==> config.mk <==
export PLATFORM = sky130hd
export DESIGN_NAME = mem_burst_reader
export DESIGN_NICKNAME = d
export VERILOG_FILES = /design/src/rtl/proc_pkg.sv /design/src/rtl/addr_counter.sv /design/src/rtl/mem_burst_reader.sv
export SDC_FILE = /design/constraint.sdc
export NUM_CORES = 1
export LEC_CHECK = 0
export CAP_MARGIN = 20
export CORE_UTILIZATION = 40
export DETAILED_ROUTE_END_ITERATION = 7
export GPL_TIMING_DRIVEN = 0
export PLACE_DENSITY_LB_ADDON = 0.2
export SETUP_SLACK_MARGIN = 0.05
export SLEW_MARGIN = 20
export SYNTH_ARGS = -nofsm -noshare
export SYNTH_HDL_FRONTEND = slang
export SYNTH_HIERARCHICAL = 1
export SYNTH_SLANG_ARGS = --single-unit
==> constraint.sdc <==
create_clock -name clk -period 3.15 [get_ports clk]
set_input_delay 0.7875 -clock clk [delete_from_list [all_inputs] [get_ports clk]]
set_output_delay 0.7875 -clock clk [all_outputs]
set_load 0.02 [all_outputs]
==> src/rtl/proc_pkg.sv <==
// Shared types and default widths for the memory burst reader.
package proc_pkg;

  typedef enum logic [1:0] {
    IDLE,
    REQ,
    WAIT_OUT,
    DONE
  } state_t;

  localparam int unsigned DEF_ADDR_W = 16;
  localparam int unsigned DEF_DATA_W = 16;
  localparam int unsigned DEF_LEN_W  = 8;

endpackage

==> src/rtl/addr_counter.sv <==
// Loadable, incrementing address register; load wins over increment.
module addr_counter #(
  parameter int unsigned W = 16
) (
  input  logic         clk,
  input  logic         rst_n,
  input  logic         load,
  input  logic         inc,
  input  logic [W-1:0] load_value,
  output logic [W-1:0] count
);

  always_ff @(posedge clk or negedge rst_n) begin
    if (!rst_n)    count <= '0;
    else if (load) count <= load_value;
    else if (inc)  count <= count + 1'b1;
  end

endmodule

==> src/rtl/mem_burst_reader.sv <==
// Reads a burst of words from memory and streams them out one at a time.
// Optional ack-wait timeout enabled by defining MEM_BURST_READER_TIMEOUT_EN.
module mem_burst_reader
  import proc_pkg::*;
#(
  parameter int unsigned ADDR_W         = DEF_ADDR_W,
  parameter int unsigned DATA_W         = DEF_DATA_W,
  parameter int unsigned LEN_W          = DEF_LEN_W,
  parameter int unsigned TIMEOUT_CYCLES = 255
) (
  input  logic              clk,
  input  logic              rst_n,
  input  logic              start,
  input  logic [ADDR_W-1:0] start_addr,
  input  logic [LEN_W-1:0]  burst_len,
  output logic              busy,
  output logic              done,
  output logic              err,
  output logic [ADDR_W-1:0] mem_addr,
  output logic              mem_rd,
  input  logic              mem_ack,
  input  logic [DATA_W-1:0] mem_rdata,
  output logic [DATA_W-1:0] out_data,
  output logic              out_valid,
  input  logic              out_ready
);

  state_t             state, state_next;
  logic [LEN_W-1:0]   remaining;
  logic               launch;
  logic               capture;
  logic               handshake;
  logic               timeout_hit;

  assign launch    = (state == IDLE) && start && (burst_len != '0);
  assign capture   = (state == REQ) && mem_ack;
  assign handshake = (state == WAIT_OUT) && out_valid && out_ready;

  addr_counter #(.W(ADDR_W)) u_addr (
    .clk       (clk),
    .rst_n     (rst_n),
    .load      (launch),
    .inc       (capture),
    .load_value(start_addr),
    .count     (mem_addr)
  );

`ifdef MEM_BURST_READER_TIMEOUT_EN
  localparam int unsigned WAIT_W = $clog2(TIMEOUT_CYCLES + 1);
  logic [WAIT_W-1:0] wait_cnt;
  logic              timed_out;

  assign timeout_hit = (state == REQ) && !mem_ack &&
                       (wait_cnt == WAIT_W'(TIMEOUT_CYCLES - 1));

  // Holding the counter at zero outside REQ clears it on every entry to REQ.
  always_ff @(posedge clk or negedge rst_n) begin
    if (!rst_n)               wait_cnt <= '0;
    else if (state != REQ)    wait_cnt <= '0;
    else if (!mem_ack)        wait_cnt <= wait_cnt + 1'b1;
  end

  always_ff @(posedge clk or negedge rst_n) begin
    if (!rst_n)              timed_out <= 1'b0;
    else if (timeout_hit)    timed_out <= 1'b1;
    else if (state == DONE)  timed_out <= 1'b0;
  end

  assign err = (state == DONE) && timed_out;
`else
  assign timeout_hit = 1'b0;
  assign err         = 1'b0;
`endif

  always_ff @(posedge clk or negedge rst_n) begin
    if (!rst_n) state <= IDLE;
    else        state <= state_next;
  end

  always_comb begin
    state_next = state;
    case (state)
      IDLE:     if (start) state_next = (burst_len != '0) ? REQ : DONE;
      REQ:      if (mem_ack)          state_next = WAIT_OUT;
                else if (timeout_hit) state_next = DONE;
      WAIT_OUT: if (handshake) state_next = (remaining == '0) ? DONE : REQ;
      DONE:     state_next = IDLE;
      default:  state_next = IDLE;
    endcase
  end

  assign busy   = (state != IDLE);
  assign done   = (state == DONE);
  assign mem_rd = (state == REQ);

  always_ff @(posedge clk or negedge rst_n) begin
    if (!rst_n) begin
      remaining <= '0;
      out_data  <= '0;
      out_valid <= 1'b0;
    end else begin
      if (launch)       remaining <= burst_len;
      else if (capture) remaining <= remaining - 1'b1;
      if (capture) begin
        out_data  <= mem_rdata;
        out_valid <= 1'b1;
      end else if (handshake) begin
        out_valid <= 1'b0;
      end
    end
  end

endmodule
==> results of run 1 <==
-- where the power goes --
part	leakage, nW	switching, W	total (W)	internal [W]
Combinational	0.816	0.000829	0.00157	0.000745
Clock	0.0612	0.000194	0.000451	0.000257
Sequential	0.523	0.000238	0.00105	0.000816
Total	1.40	0.00126	0.00308	0.00182
-- flip-flops by register name (all words and copies together), names as in the netlist --
signal        count
out_data         16
u_addr/count     16
remaining         8
state             2
out_valid         1
-- layer usage --
layer,vias up,track usage (%),wire length [um]
met5,-,0,0
met1,954,27.7,2620
met4,0,7.50,80
met2,56,30.3,2530
li1,1012,-,-
met3,7,5.00,311
-- metrics by stage --
step                std cells  hold slack [ps]  cell area, um^2  TNS (ps)
floorplan                 241              486             2230         0
global placement          391              457             3120     -1450
detailed placement        392              461             3130     -1590
CTS                       400              392             3250         0
global route              403              399             3270         0
finish                    403              384             3270         0
-- how the worst max path moves through the flow --
stage,start,endpoint,slack (ps),depth (start not counted)
after floorplan,mem_ack,u_addr/count[15],650,8
after global placement,mem_ack,u_addr/count[15],-230,9
after detailed placement,mem_ack,u_addr/count[15],-260,9
after CTS,mem_ack,u_addr/count[15],60,9
after global routing,mem_ack,u_addr/count[15],120,9
final,mem_ack,u_addr/count[15],270,9
-- timing repair --
action | in CTS | in global routing
resized for setup | 0 | 1
setup buffers | 0 | 3
endpoints found under the hold margin | 0 | 0
setup endpoints to repair | 0 | 11
-- layout make-up --
type / instances / share of cell area (%)
multi-input combinational: 175 / 32.0
clock inverter: 2 / 1.07
clock buffer: 6 / 2.52
buffer: 13 / 2.06
sequential: 43 / 32.9
timing repair buffer: 84 / 25.6
tap: 70 / 2.68
inverter: 10 / 1.15
-- cells by family (layout without fill, tap and decap cells) --
group | count (synthesis) | in the layout | share of synthesized area (%)
AO/OA/AOI/OAI | 41 | 41 | 12.1
XOR/XNOR | 12 | 12 | 4.71
adder cells (fa/ha/maj) | 2 | 2 | 1.12
buffers and inverters | 23 | 115 | 4.71
flip-flops | 43 | 43 | 48.3
multiplexers | 4 | 4 | 2.08
other | 1 | 1 | 0.168
AND/OR/NAND/NOR | 115 | 115 | 26.8
-- synthesized netlist by cell type, drive strengths merged, types with 4 or more instances --
| master | number | share of area, % |
|---|---|---|
| a21oi | 4 | 0.90 |
| nand4 | 5 | 2.7 |
| dfrtp | 43 | 48 |
| xnor2 | 7 | 2.7 |
| nor2 | 6 | 1.1 |
| nand2b | 4 | 1.1 |
| inv | 10 | 1.7 |
| xor2 | 5 | 2.0 |
| nand2 | 71 | 12 |
| and4 | 4 | 1.7 |
| buf | 6 | 1.9 |
| nor3 | 4 | 0.90 |
| nand3 | 4 | 0.90 |
| clkbuf | 7 | 1.2 |
| o21ai | 19 | 4.4 |
| a221o | 5 | 2.2 |
==> results.cfg, run 1 <==
[routing]
routed_wire_length_per_instance_um = 13.7
detailedRoute.firstPassIterationCount = 5
routed-via-count = 2029
drt_first_iter_violations = 99
totalWireLength_mm = 5.54
route.antenna.remaining_nets = 0
detail_route.drc_violations = 0
via_per_inst = 5.03

[timing]
finalCriticalPeriod_ps = 2880
worstMarginPinSlew_ps = 517
timing.final.ws_setup_ps = 268
setup_viol = 0
fmaxAchievable_mhz = 347
finalCritPeriodShare_pct = 91.5
drv_slew = 0
max-slew-margin-rel_pct = 65.5
timing_hold_violations_final = 0
grt_setup_unrepaired = no
fin_worst_skew_ps = 4.38

[floorplanning]
fp-row-count = 26
floorplan.initialDensity_pct = 42.6
boundaryPins = 82
dieWidth_um = 76.7
floorplan.die.height_um = 76.7
die-area_mm2 = 0.00588
core_mm2 = 0.00524

[global_routing]
grt_start_max_net_pins = 31
globalRoute.totalOverflow = 0
grt_pass1_wl_mm = 9.45
vias_in_the_first_global_route = 1971
grt_util_all_layers_pct = 20.1
grt_antenna_before_repair = 0

[hold_path]
hold_class = in2async

[yosys]
yosys_register_bits = 43
netlist_area_mm2 = 0.00223
synth_seq_area_share_pct = 48.3
ys_async_sr_fraction_pct = 100
synthesis.instances = 241
post_synth_net_total = 288
ys_types = 51
count_of_flip_flops_with_a_built_in_enable_after_synthesis = 0
post_synth.cell_area_avg_um2 = 9.25
ys.flop_type = dfrtp_1
yosys_warnings = 6

[setup_path]
critPathCaptureType = register
timing.critical_path.mode_cell = buf_2
critical_path.cell_chain = clkdlybuf4s50_1 > nand3b_1 > inv_2 > buf_2 > buf_2 > nand4_4 > nor2_2 > a31oi_1 > o31a_1
reg2reg_from = state[0]
crit_path_max_incr_delay_ps = 510
timing.critical_path.arrival_ps = 3070
timing.rr.end = u_addr/count[15]
crit_fanout = 14
worst-setup-path-type = in2reg
worst-r2r-cell-count = 9
kind_of_cell_adding_the_most_delay_to_the_critical_path = buffers and inverters
setup.worst_path.start_class = input pin
timing.critical_path.required_ps = 3340
setup.reg_to_reg.worst_slack_ps = 580
buffers_plus_inverters_on_the_worst_setup_path = 4
slowest_library_cell_on_the_worst_path = clkdlybuf4s50_1

[place]
port-buffer-count = 80
pre_cts_ws_ps = -259
place_hpwl_mm = 3.94
routabilityCongestion = 0.768

[cts]
cts-htree-levels = 2
tritoncts = yes
cts.root.buffer_cell = clkbuf_8
clk_transition_reported_paths_ps = 80
hold_buffers = 0
ctsLongestPathBuffers = 2
numClockSinks = 43
clock_latency_ps = 300
cts_made_buffers = 5

[final_layout]
final_layout_size_suffix_gt1_share_pct = 11.1
post-route-util_pct = 62.5
fillerInstances = 456
sequential_cell_area_mm2 = 0.00108
layout.cells.most_common = clkdlybuf4s50_1
multiInputGateArea_mm2 = 0.00105
final_cell_mix = 79 x clkdlybuf4s50_1, 71 x nand2_1, 43 x dfrtp_1, 17 x o21ai_0, 8 x inv_1
antennaDiodeCount = 0
nNetsFinal = 379
syn_to_final_growth_pct = 46.8

[run]
max-cap-violations = 0

[power_and_ir_drop]
leakage_nw = 1.40
power_density_mw_per_mm2 = 940
ir_worst_vdd_mv = 0.438
p_total_w = 0.00308

[status]
run_status = finished clean
Power figures use the tool's default switching activity.
==> run 2, diff against run 1 <==
Clock period 3.15 ns to 3.5 ns, I/O delays scaled along.
==> run 2 against run 1 <==
Sequential share of layout area grew 0.23 points. Global-route usage is the same. Core utilization fell by 0.43 points. Clock power shrank 10%. Critical endpoint unchanged. Largest power group unchanged.
==> results.cfg, run 2 (synthesis results as in run 1) <==
[timing]
grt_setup_unrepaired = no
final.setup.tns_ps = 0
setup_viol = 0
finalCritPeriodShare_pct = 90.2
fin_worst_skew_ps = 3.88
timing.final.ws_setup_ps = 345
fmaxAchievable_mhz = 317
max-slew-margin-rel_pct = 65.9
timing_hold_violations_final = 0
drv_slew = 0
finalCriticalPeriod_ps = 3160
worstMarginPinSlew_ps = 512

[cts]
cts.root.buffer_cell = clkbuf_8
number_of_gates_resized_after_cts = 0
clk_transition_reported_paths_ps = 80
numClockSinks = 43
hold_buffers = 0
cts-htree-levels = 2
tritoncts = yes
ctsLongestPathBuffers = 2
cts_made_buffers = 5
post_cts_buffers = 0
clock_latency_ps = 300

[final_layout]
antennaDiodeCount = 0
layout.cells.most_common = clkdlybuf4s50_1
syn_to_final_growth_pct = 45.8
final_layout_size_suffix_gt1_share_pct = 10.0
nNetsFinal = 376
fillerInstances = 456
reg.largest.list = out_data (16), u_addr/count (16), remaining (8)
final_cell_mix = 79 x clkdlybuf4s50_1, 71 x nand2_1, 43 x dfrtp_1, 17 x o21ai_0, 9 x inv_1

[status]
run_status = finished clean

[setup_path]
kind_of_cell_adding_the_most_delay_to_the_critical_path = buffers and inverters
crit_fanout = 14
setup.worst_path.start_class = input pin
timing.critical_path.arrival_ps = 3340
critPathCaptureType = register
critical_path.cell_chain = clkdlybuf4s50_1 > nand3b_1 > inv_1 > buf_2 > buf_2 > nand4_4 > nor2_2 > a31oi_1 > o31a_1
crit_path_max_incr_delay_ps = 500
timing.critical_path.required_ps = 3690
worst-setup-path-type = in2reg
buffers_plus_inverters_on_the_worst_setup_path = 4
slowest_library_cell_on_the_worst_path = clkdlybuf4s50_1
timing.critical_path.mode_cell = buf_2

[power_and_ir_drop]
ir_worst_vdd_mv = 0.392
power_density_mw_per_mm2 = 846
leakage_nw = 1.39

[global_routing]
vias_in_the_first_global_route = 1971
globalRoute.totalOverflow = 0
grt_util_all_layers_pct = 20.1
grt_start_max_net_pins = 31
grt_pass1_wl_mm = 9.45
grt_antenna_before_repair = 0

[routing]
routed_wire_length_per_instance_um = 13.6
totalWireLength_mm = 5.43
detail_route.drc_violations = 0
route.antenna.remaining_nets = 0
routed-via-count = 2009
via_per_inst = 5.02
drt_first_iter_violations = 116
detailedRoute.firstPassIterationCount = 4

[place]
port-buffer-count = 80
pre_cts_ws_ps = 3.30
place_hpwl_mm = 3.94
routabilityCongestion = 0.768

[floorplanning]
core_mm2 = 0.00524
dieWidth_um = 76.7
floorplan.initialDensity_pct = 42.6
boundaryPins = 82
die-area_mm2 = 0.00588
fp-row-count = 26
floorplan.die.height_um = 76.7

[run]
max-cap-violations = 0

[hold_path]
hold_class = in2async
==> run 2: cell types whose count changed in the layout (fill, tap and decap cells not counted), sizes merged <==
| cell | before | now |
|---|---|---|
| buf | 11 | 8 |
==> run 2: worst paths after layout <==
| check | startpoint | end | slack, ps | depth (start not counted) |
|---|---|---|---|---|
| setup / recovery | mem_ack | u_addr/count[15] | 340 | 9 |
| setup reg to reg | state[0] | u_addr/count[15] | 720 | 9 |
| hold reg to reg | out_data[2] | out_data[2] | 480 | 2 |
| max in group asynchronous | rst_n | u_addr/count[14] | 2560 | 2 |
| hold / removal | rst_n | out_data[14] | 470 | 1 |
| min in group clk | out_data[2] | out_data[2] | 480 | 2 |
==> run 2: worst reg2reg max path, delay by kind of cell (launching register included) <==
family	cells	cell delay (ps)
buffers and inverters	4	1120
AND/OR/NAND/NOR	3	800
AO/OA/AOI/OAI	2	400
flip-flops	1	350
==> run 2: stage by stage <==
stage	hold WS, ps	std cells	instance area [um^2]	total power [W]	utilization [%]
after floorplan	486	241	2230	0.00173	-
after global placement	457	391	3120	0.00232	59.5
after detailed placement	461	392	3130	0.00235	59.8
after CTS	479	400	3250	0.00277	62.1
after global routing	487	400	3250	0.00295	62.1
final	472	400	3250	0.00275	62.1
==> run 2: area by class of cell <==
cell class              instances  area (um^2)  share of cell area (%)
plain buffers                  13         67.6                    2.08
clock buffers                   6         82.6                    2.54
clock inverters                 2         35.0                    1.08
inverters                      10         37.5                    1.15
multi-input cells             175         1050                    32.3
flip-flops and latches         43         1080                    33.1
well taps                      70         87.6                    2.69
repair buffers                 81          816                    25.1
==> run 2: where the power goes <==
part	switching, W	total, W	internal [W]
logic	0.000739	0.00140	0.000658
clock network	0.000174	0.000405	0.000231
registers	0.000213	0.000947	0.000734
total	0.00113	0.00275	0.00162
==> run 2: metal layers <==
layer / routed length, um / GRT usage [%]
met5: 0 / 0
met4: 81 / 7.50
met3: 327 / 5.00
met2: 2440 / 30.3
met1: 2580 / 27.7
